## config.mk

```make
export PLATFORM = sky130hd
export DESIGN_NAME = flash_reader_flat
export DESIGN_NICKNAME = d
export VERILOG_FILES = /design/src/rtl/flash_pkg.sv /design/src/rtl/flash_reader_if.sv /design/src/rtl/flash_spi_phy.sv /design/src/rtl/flash_reader.sv /design/src/flat_wrapper.sv
export SDC_FILE = /design/constraint.sdc
export NUM_CORES = 1
export LEC_CHECK = 0
export CORE_ASPECT_RATIO = 0.5
export CORE_UTILIZATION = 41
export CTS_BUF_LIST = sky130_fd_sc_hd__clkbuf_8
export CTS_CLUSTER_DIAMETER = 40
export CTS_CLUSTER_SIZE = 14
export DETAILED_ROUTE_END_ITERATION = 7
export PLACE_DENSITY_LB_ADDON = 0.05
export SETUP_SLACK_MARGIN = 0.02
export SKIP_LAST_GASP = 1
export SLEW_MARGIN = 20
export SYNTH_ARGS = -nofsm -noshare
export SYNTH_HDL_FRONTEND = slang
export SYNTH_SLANG_ARGS = --single-unit
```

## constraint.sdc

```tcl
create_clock -name clk -period 4.05 [get_ports clk]
set_input_delay 0.81 -clock clk [delete_from_list [all_inputs] [get_ports clk]]
set_output_delay 0.81 -clock clk [all_outputs]
set_load 0.005 [all_outputs]
```

## src/rtl/flash_pkg.sv

```systemverilog
// Shared state encoding, opcodes and timing constants for the SPI flash reader.
// Defining FLASH_READER_WAKE_EN adds the release-power-down states.
package flash_pkg;

  localparam logic [7:0] OP_READ = 8'h03;
  localparam logic [7:0] OP_WAKE = 8'hAB;
  localparam int WAKE_DELAY_CYCLES = 81;

`ifdef FLASH_READER_WAKE_EN
  typedef enum logic [2:0] {
    ST_INIT_WAIT = 3'd0,
    ST_IDLE      = 3'd1,
    ST_CMD       = 3'd2,
    ST_READ      = 3'd3,
    ST_GAP       = 3'd4,
    ST_WAKE_SEND = 3'd5,
    ST_WAKE_WAIT = 3'd6
  } state_e;
`else
  typedef enum logic [2:0] {
    ST_INIT_WAIT = 3'd0,
    ST_IDLE      = 3'd1,
    ST_CMD       = 3'd2,
    ST_READ      = 3'd3,
    ST_GAP       = 3'd4
  } state_e;
`endif

  function automatic int max3(input int a, input int b, input int c);
    int m;
    m = (a > b) ? a : b;
    return (m > c) ? m : c;
  endfunction

endpackage

```

## src/rtl/flash_reader_if.sv

```systemverilog
// SPI bus between the flash reader (master) and the serial flash device (slave).
interface flash_reader_if;
  logic flash_clk;
  logic flash_cs_n;
  logic flash_mosi;
  logic flash_miso;

  modport master (
    output flash_clk,
    output flash_cs_n,
    output flash_mosi,
    input  flash_miso
  );

  modport slave (
    input  flash_clk,
    input  flash_cs_n,
    input  flash_mosi,
    output flash_miso
  );
endinterface

```

## src/rtl/flash_spi_phy.sv

```systemverilog
// Mode-0 SPI bit engine: SCK divider, MOSI shift-out on the falling edge,
// MISO sample on the rising edge, and a bit_done strobe on every falling edge.
module flash_spi_phy #(
  parameter int CLK_DIV = 2
) (
  input  logic        clk,
  input  logic        rst_n,
  input  logic        en_i,
  input  logic        load_i,
  input  logic [31:0] load_word_i,
  input  logic        miso_i,
  output logic        sck_o,
  output logic        mosi_o,
  output logic        bit_done_o,
  output logic [7:0]  rx_byte_o
);

  localparam int DIV_W = $clog2(CLK_DIV + 1);
  localparam logic [DIV_W-1:0] DIV_LAST = DIV_W'(CLK_DIV - 1);

  logic [DIV_W-1:0] div_q, div_d;
  logic             sck_q, sck_d;
  logic [31:0]      tx_q, tx_d;
  logic [7:0]       rx_q, rx_d;
  logic             tick, rise, fall;

  always_comb begin
    tick  = en_i && (div_q == DIV_LAST);
    rise  = tick && !sck_q;
    fall  = tick && sck_q;
    div_d = div_q;
    sck_d = sck_q;
    if (!en_i) begin
      div_d = '0;
      sck_d = 1'b0;
    end else if (tick) begin
      div_d = '0;
      sck_d = !sck_q;
    end else begin
      div_d = div_q + 1'b1;
    end
    // Zero fill means MOSI falls back to 0 once the command has been shifted out.
    tx_d = tx_q;
    if (load_i) begin
      tx_d = load_word_i;
    end else if (fall) begin
      tx_d = {tx_q[30:0], 1'b0};
    end
    rx_d = rx_q;
    if (rise) begin
      rx_d = {rx_q[6:0], miso_i};
    end
  end

  always_ff @(posedge clk) begin
    if (!rst_n) begin
      div_q <= '0;
      sck_q <= 1'b0;
      tx_q  <= '0;
    end else begin
      div_q <= div_d;
      sck_q <= sck_d;
      tx_q  <= tx_d;
    end
  end

  always_ff @(posedge clk) begin
    rx_q <= rx_d;
  end

  assign sck_o      = sck_q;
  assign mosi_o     = tx_q[31];
  assign bit_done_o = fall;
  assign rx_byte_o  = rx_q;

endmodule

```

## src/rtl/flash_reader.sv

```systemverilog
// SPI flash READ (0x03) controller delivering MEMORY_LENGTH bytes as one packed word.
// Optional FLASH_READER_WAKE_EN sends a release-power-down (0xAB) once after reset.
module flash_reader
  import flash_pkg::*;
#(
  parameter int MEMORY_LENGTH = 4,
  parameter int CLK_DIV       = 2,
  parameter int STARTUP_DELAY = 10000
) (
  input  logic                       clk,
  input  logic                       rst_n,
  input  logic                       start,
  input  logic [23:0]                addr,
  output logic                       busy,
  output logic                       data_ready,
  output logic [MEMORY_LENGTH*8-1:0] data_out,
  flash_reader_if.master             spi
);

  localparam int N        = 32 + 8 * MEMORY_LENGTH;
  localparam int BIT_W    = $clog2(N);
  localparam int BYTE_W   = $clog2(MEMORY_LENGTH + 1);
  localparam int WAIT_MAX = max3(STARTUP_DELAY, WAKE_DELAY_CYCLES, 2 * CLK_DIV);
  localparam int WAIT_W   = $clog2(WAIT_MAX + 1);

  state_e                     state_q, state_d;
  logic [BIT_W-1:0]           bit_cnt_q, bit_cnt_d;
  logic [BYTE_W-1:0]          byte_cnt_q, byte_cnt_d;
  logic [WAIT_W-1:0]          wait_q, wait_d;
  logic [MEMORY_LENGTH*8-1:0] buf_q, buf_d;
  logic [MEMORY_LENGTH*8-1:0] data_out_q, data_out_d;
  logic                       data_ready_q, data_ready_d;
  logic                       cs_n_q, cs_n_d;
  logic                       load;
  logic [31:0]                load_word;
  logic                       bit_done;
  logic [7:0]                 rx_byte;
  logic                       sck, mosi;

  flash_spi_phy #(.CLK_DIV(CLK_DIV)) u_phy (
    .clk        (clk),
    .rst_n      (rst_n),
    .en_i       (!cs_n_q),
    .load_i     (load),
    .load_word_i(load_word),
    .miso_i     (spi.flash_miso),
    .sck_o      (sck),
    .mosi_o     (mosi),
    .bit_done_o (bit_done),
    .rx_byte_o  (rx_byte)
  );

  always_comb begin
    state_d      = state_q;
    bit_cnt_d    = bit_cnt_q;
    byte_cnt_d   = byte_cnt_q;
    wait_d       = wait_q;
    buf_d        = buf_q;
    data_out_d   = data_out_q;
    data_ready_d = 1'b0;
    load         = 1'b0;
    load_word    = '0;
    case (state_q)
      ST_INIT_WAIT: begin
        if (wait_q == WAIT_W'(STARTUP_DELAY - 1)) begin
          wait_d = '0;
`ifdef FLASH_READER_WAKE_EN
          state_d   = ST_WAKE_SEND;
          load      = 1'b1;
          load_word = {OP_WAKE, 24'h000000};
          bit_cnt_d = '0;
`else
          state_d = ST_IDLE;
`endif
        end else begin
          wait_d = wait_q + 1'b1;
        end
      end
`ifdef FLASH_READER_WAKE_EN
      ST_WAKE_SEND: begin
        if (bit_done) begin
          bit_cnt_d = bit_cnt_q + 1'b1;
          if (bit_cnt_q == BIT_W'(7)) begin
            state_d = ST_WAKE_WAIT;
            wait_d  = '0;
          end
        end
      end
      ST_WAKE_WAIT: begin
        if (wait_q == WAIT_W'(WAKE_DELAY_CYCLES - 1)) state_d = ST_IDLE;
        else wait_d = wait_q + 1'b1;
      end
`endif
      ST_IDLE: begin
        if (start) begin
          state_d    = ST_CMD;
          load       = 1'b1;
          load_word  = {OP_READ, addr};
          bit_cnt_d  = '0;
          byte_cnt_d = '0;
        end
      end
      ST_CMD: begin
        if (bit_done) begin
          bit_cnt_d = bit_cnt_q + 1'b1;
          if (bit_cnt_q == BIT_W'(31)) state_d = ST_READ;
        end
      end
      ST_READ: begin
        if (bit_done) begin
          bit_cnt_d = bit_cnt_q + 1'b1;
          // Reads start on a 32-bit boundary, so the low three bits mark byte ends.
          if (bit_cnt_q[2:0] == 3'd7) begin
            buf_d[{byte_cnt_q, 3'b000} +: 8] = rx_byte;
            byte_cnt_d = byte_cnt_q + 1'b1;
          end
          if (bit_cnt_q == BIT_W'(N - 1)) begin
            state_d      = ST_GAP;
            data_out_d   = buf_d;
            data_ready_d = 1'b1;
            wait_d       = '0;
          end
        end
      end
      ST_GAP: begin
        if (wait_q == WAIT_W'(2 * CLK_DIV - 1)) state_d = ST_IDLE;
        else wait_d = wait_q + 1'b1;
      end
      default: state_d = ST_INIT_WAIT;
    endcase
`ifdef FLASH_READER_WAKE_EN
    cs_n_d = !((state_d == ST_CMD) || (state_d == ST_READ) || (state_d == ST_WAKE_SEND));
`else
    cs_n_d = !((state_d == ST_CMD) || (state_d == ST_READ));
`endif
  end

  always_ff @(posedge clk) begin
    if (!rst_n) begin
      state_q      <= ST_INIT_WAIT;
      bit_cnt_q    <= '0;
      byte_cnt_q   <= '0;
      wait_q       <= '0;
      cs_n_q       <= 1'b1;
      data_ready_q <= 1'b0;
      data_out_q   <= '0;
    end else begin
      state_q      <= state_d;
      bit_cnt_q    <= bit_cnt_d;
      byte_cnt_q   <= byte_cnt_d;
      wait_q       <= wait_d;
      cs_n_q       <= cs_n_d;
      data_ready_q <= data_ready_d;
      data_out_q   <= data_out_d;
    end
  end

  always_ff @(posedge clk) begin
    buf_q <= buf_d;
  end

  assign busy           = (state_q != ST_IDLE);
  assign data_ready     = data_ready_q;
  assign data_out       = data_out_q;
  assign spi.flash_clk  = sck;
  assign spi.flash_cs_n = cs_n_q;
  assign spi.flash_mosi = mosi;

endmodule

```

## src/flat_wrapper.sv

```systemverilog
// flat-port wrapper written by rule: the top's interface ports become plain ports
module flash_reader_flat import flash_pkg::*;
#(
  parameter int MEMORY_LENGTH = 4,
  parameter int CLK_DIV       = 2,
  parameter int STARTUP_DELAY = 10000
)
  (clk, rst_n, start, addr, busy, data_ready, data_out, spi_flash_clk, spi_flash_cs_n, spi_flash_mosi, spi_flash_miso);
  flash_reader_if spi_i ();
  input  logic clk;
  input  logic rst_n;
  input  logic start;
  input  logic [23:0] addr;
  output logic busy;
  output logic data_ready;
  output logic [MEMORY_LENGTH*8-1:0] data_out;
  output wire logic [$bits(spi_i.flash_clk)-1:0] spi_flash_clk;
  output wire logic [$bits(spi_i.flash_cs_n)-1:0] spi_flash_cs_n;
  output wire logic [$bits(spi_i.flash_mosi)-1:0] spi_flash_mosi;
  input wire logic [$bits(spi_i.flash_miso)-1:0] spi_flash_miso;
  assign spi_flash_clk = spi_i.flash_clk;
  assign spi_flash_cs_n = spi_i.flash_cs_n;
  assign spi_flash_mosi = spi_i.flash_mosi;
  assign spi_i.flash_miso = spi_flash_miso;
  flash_reader #(.MEMORY_LENGTH(MEMORY_LENGTH), .CLK_DIV(CLK_DIV), .STARTUP_DELAY(STARTUP_DELAY)) u_core (.clk(clk), .rst_n(rst_n), .start(start), .addr(addr), .busy(busy), .data_ready(data_ready), .data_out(data_out), .spi(spi_i));
endmodule
```

* Word-level counts from Yosys, hierarchy flattened *
Index checks and enable logic that the tools add are counted.
W data, S select, Z words.

storage, ports and cells
  input bits = 28
  memory bits (read-only) = 0
  memories = 0
  logic and storage cells = 89
  flip-flop bits (word level) = 135
  bits in latches = 0
  output and inout bits = 37
  RAM bits = 0

operators by class
  add/subtract/negate cells = 5
  eq/ne operators = 19
  bitwise logic cells = 1
  magnitude comparators = 0
  shift operators = 2
  reduce and logical (&&, ||, !) cells = 21
  divide/modulo/power cells = 0
  multipliers = 0
  multiplexer cells = 29

operators by type and width
  cell                      count
  $mux W32                  4
  $mux W14                  4
  $pmux W14 S3              1
  $bwmux W32                1
  $shift A8 B8 Y32 const A  1
  $shiftx A8 B8 Y32         1
  $mux W3                   10
  $mux W26                  1
  $pmux W3 S5               1
  $add A14 B1 Y14 const B   1
  $eq A14 B14 Y1 const B    1
  $eq A14 B2 Y1 const B     1
  $eq A3 B2 Y1 const B      4
  $mux W6                   2
  $pmux W6 S2               1
  $reduce_and A3 Y1         3
  $ne A2 B1 Y1 const B      4
  $neg A6 Y8                1
  $reduce_and A4 Y1         2
  $add A6 B1 Y6 const B     1
  $eq A3 B3 Y1 const B      2
  $eq A6 B5 Y1 const B      1
  $eq A6 B6 Y1 const B      1
  $pmux W3 S2               1
  other kinds (17)          27

* Depth between registers and ports, before layout *
  depth in word-level cells = 8
  depth in mapped cells = 9
  depth with buffers taken out = 8

* By module *
From an unflattened synthesis, not the netlist that was laid out.

second synthesis, totals
  cell total of the unflattened synthesis = 577
  area, all modules = 6,083.3 µm²

modules (own cells, without submodules)
  module         area an instance (µm²)  instances  cells each  sequential area each (µm²)
  flash_reader   4,127.7                 1          379         2,162.1
  flash_spi_phy  1,955.6                 1          198         940.9

* Worst setup path after synthesis *
OpenSTA, ideal clock, no wires.

  kind = register to register
  start point = register u_core.u_phy.div_q[0]
  end point = register u_core.byte_cnt_q[0]
  setup time = 0.128 ns
  clock period less this slack = 2.940 ns
  cell stages (with the launch flop) = 8
  buffers on the path = 1
  arrival time = 2.812 ns
  slack = 1.110 ns
  data required time = 3.922 ns
  cell sequence = dfxtp_1 ha_1 nand3b_1 clkbuf_1 nor2_1 nand2_1 xnor2_1 nor2_1

on the way
  cells in the longest elaborated chain, start to end = 5

ends and longest elaborated chain
  what                                line                 text
  from (decl)                         flash_spi_phy.sv:21  logic [DIV_W-1:0] div_q, div_d;
  from (signal assigned)              flash_spi_phy.sv:61  div_q <= div_d;
  $eq A2 B1 Y1                        flash_spi_phy.sv:28  tick = en_i && (div_q == DIV_LAST);
  $logic_and A1 B1 Y1                 flash_spi_phy.sv:28
  $logic_and A1 B1 Y1                 flash_spi_phy.sv:30  fall = tick && sck_q;
  $ne A2 B1 Y1 (no source line)       -
  $reduce_and A4 Y1 (no source line)  -
  to (signal assigned)                flash_reader.sv:150  byte_cnt_q <= byte_cnt_d;
  to (decl)                           flash_reader.sv:28   logic [BYTE_W-1:0] byte_cnt_q, byte_cnt_d;

No other way between the ends.
A chain may end at the register's enable or synchronous reset.

* Worst setup path after layout *
  start point = register u_core.wait_q[0]
  end point = register u_core.wait_q[5]

on the way
  cells in the longest elaborated chain, start to end = 3
  elaborated cells between the ends (all ways) = 8
  classes of those cells = add/sub (1); eq/ne (3); mux (3); reduce/logical (1)

ends and longest elaborated chain
  what                                               line                                     text
  from (decl)                                        flash_reader.sv:29                       logic [WAIT_W-1:0] wait_q, wait_d;
  from (signal assigned)                             flash_reader.sv:151                      wait_q <= wait_d;
  $add A14 B1 Y14, or another cell as far along      flash_reader.sv:76, flash_reader.sv:127
  $mux W14, or another cell as far along             flash_reader.sv:126                      if (wait_q == WAIT_W'(2 * CLK_DIV - 1)) state_d = ST_IDLE;
  $pmux W14 S3 or $reduce_and A4 Y1 (tied branches)  -

Several ways; a longest one is shown, not always the timed one. The select of a mux whose other input is x is not followed.

==> summary.md <==
| Metric | Value |
|---|---|
| Core Util, Final | 51.3% |
| Synth warnings | 0 |
| Hold Path Stages | 1 |
| # DRC | 0 |
| Die ar. | 0.0145 mm^2 |
| Routed Wire Length | 12.0 mm |
| Peak supply drop | 0.000175 V |
| Number of flops mapped to enable cells by yosys | 40 |
| Clock sink count | 135 |
| Worst setup SP type | flop |
| RSZ-0062 raised after global routing | no |
| Post-DR vias/cell | 5.13 |
| Final hold vios | 0 |
| Root buf cell | clkbuf_8 |
| Cts hold-fix bufs | 0 |
| Chip height | 85.5 um |
| Tcrit/Tclk final | 64.1% |
| Syn Area/Cell | 10.3 um^2 |
| Fillers | 1256 |
| Max-Cap Viols | 0 |
| Gate Count Post-Synth | 555 |
| Critical path's largest stage delay | 550 ps |
| Crit path cell chain | ha_1 > nor4b_1 > nand4_1 > a21oi_1 > nand2b_1 > o41ai_1 |
| Initial antenna violation count | 0 |
| Total gr overflow | 0 |
| CORE AREA | 0.0136 mm^2 |
| Clock period minus worst slack | 2590 ps |
| Critical path type | flop to flop |
| CP delay by family, top | simple AND/OR/NAND/NOR gates |
| Vias in the first global route | 3918 |
| Antenna Cells | 0 |
| DRT iter0 DRCs | 303 |
| Mapped cell area | 0.00572 mm^2 |
| Fmax | 0.385 GHz |
| Cell row count | 30 |
| Crit. Startpoint | u_core.wait_q[0] |
| Number of port buffers | 64 |
| Layout cell share with drive strength beyond 1 | 12.9% |
| Synthesized Nets | 590 |
| Worst setup EP type | flop |
| Bufs and invs on worst path | 0 |
| CTS tree | built |
| Worst min path class | flop to flop |
| Total Nets Final | 650 |
| CP max FO | 9 |
| RR Startpoint | u_core.wait_q[0] |
| Max H-tree Level | 4 |
| Worst relative slew slack | 46.9% |
| CTS clk-pin slew, worst paths | 80 ps |
| Worst-Skew Late Latency | 440 ps |
| Post-CTS setup buffers | 0 |
| Crit path DAT | 2900 ps |
| Primary FF master, synth | dfxtp_1 |
| Slowest cell on crit path | a21oi_1 |
| Post-DRT Antenna Nets | 0 |
| Lkg Pwr | 2.12 nW |
| Min-delay src | u_core.u_phy.div_q[0] |
| Asr flop ratio synth | 0% |
| Worst-margin pin slew | 796 ps |
| Layout area overhead | 21.9% |
| 1st-pass router iterations | 4 |
| Gates resized, CTS repair | 0 |
| Setup TNS | 0 ps |
| Crit path depth | 6 |
| Outcome | finished, final reports clean |
| WL/cell | 14.6 um |
| Post-synthesis sequential area ratio | 54.3% |
| DP Wirelength | 7.49 mm |
| Die Wd | 169 um |
| GPL Wtd Cong | 0.789 |
| Starting Density | 42.1% |
| R2R depth | 6 |
| Total GRT Usage | 17.7% |
| Total CTS buffers | 17 |
| Setup violators final | 0 |
| Total power | 2.64 mW |
| Max-slew violations | 0 |
| Pwr Density | 379 mW/mm^2 |
| Number of distinct library cells after synthesis | 54 |
| Data required, critical path | 4360 ps |
| Clock Skew | 19.1 ps |
| Global-route wire length before repair | 19.9 mm |
| Largest net degree at the start of global routing | 42 |
| Vias | 4203 |
| Clk buf depth | 2 |
| Yosys reg bits | 135 |
| Num ports | 65 |
-- cell type report --
class                   count  area, um^2  area share (%)
well taps                 192         240            3.45
multi-input cells         369        2420            34.7
inverters                  18        67.6           0.969
clock buffers              17         234            3.36
repair buffers             74         716            10.3
clock inverters            15         190            2.73
flip-flops and latches    135        3100            44.5
-- cells in the final DEF, fill, tap and decap left out, drive strengths merged, types with 3 or more instances in the layout --
cell and n:
clkbuf 17, nand2b 3, mux2 32, a311oi 23, nand4 12, nor2b 3
or4b 5, or3 4, mux2i 33, inv 26, nor4 4, xnor2 4
buf 10, o21ai 12, clkdlybuf4s50 64, nand3b 3, o31ai 6, bufinv 3
nand3 10, and2 4, nor3 7, a21oi 20, nand2 77, edfxtp 40
dfxtp 95, nor2 71, ha 7
-- routing by layer --
metal  global-route usage, %  up-vias  share of wire [%]
met5                       0        -                  0
met4                    6.14        0                1.0
met3                    3.83       11                3.5
met2                    27.3       76                 44
met1                    24.6     2004                 52
li1                        -     2112                  -
-- stage by stage --
stage | setup slack (ps) | hold slack (ps) | cell area (um^2) | instances
floorplan | 1110 | 397 | 5720 | 555
global placement | 1140 | 407 | 6550 | 788
detailed placement | 1040 | 412 | 6550 | 788
CTS | 1460 | 424 | 6970 | 820
global route | 1200 | 444 | 6970 | 820
finish | 1460 | 418 | 6970 | 820
-- power breakdown --
group	switching [mW]	total, mW	internal (mW)	leakage, nW
registers	0.00333	1.39	1.38	1.02
clock network	0.573	1.20	0.625	0.212
logic	0.0278	0.0573	0.0295	0.889
total	0.604	2.64	2.04	2.12
-- cells in the mapped netlist (all sizes together) (3+ instances only) --
cell     n  area [um^2]
a21oi   20          100
a311oi  23          201
and2     4         25.0
buf     10         55.1
clkbuf  23         86.3
dfxtp   95         1900
edfxtp  40         1200
ha       7         87.6
inv     18         67.6
mux2    32          360
mux2i   33          330
nand2   77          289
nand2b   3         18.8
nand3   10         50.1
nand3b   3         22.5
nand4   12         75.1
nor2    71          267
nor2b    3         18.8
nor3     7         40.0
nor4     4         46.3
o21ai   12         60.1
o31ai    6         45.0
or3      4         25.0
or4b     5         50.1
xnor2    4         35.0
-- final timing paths --
path,to,slack (ps)
worst min-delay path,u_core.u_phy.div_q[0],420
worst min register to register,u_core.u_phy.div_q[0],420
worst max-delay path,u_core.wait_q[5],1460
worst max register to register,u_core.wait_q[5],1460
-- sequential cells by signal, indices dropped and copies added (netlist names) --
| name | cells |
|---|---|
| u_core.u_phy.rx_byte_o | 8 |
| u_core.spi.flash_cs_n | 1 |
| u_core.bit_cnt_q | 6 |
| u_core.data_out | 32 |
| u_core.u_phy.sck_o | 1 |
| u_core.wait_q | 14 |
| u_core.state_q | 3 |
| u_core.u_phy.tx_q | 32 |
| u_core.u_phy.div_q | 2 |
| u_core.byte_cnt_q | 3 |
| u_core.buf_q | 32 |
| u_core.data_ready | 1 |
-- cell families after synthesis --
group / synth area share [%]
and+or+nand+nor: 17.8
DFF: 54.3
xor gates and xnor gates: 0.919
AOI/OAI and AO/OA: 9.76
muxes: 12.1
buffers and inverters: 3.65
adders and majority gates: 1.53
Note: power is estimated with default switching activity, not from simulation.
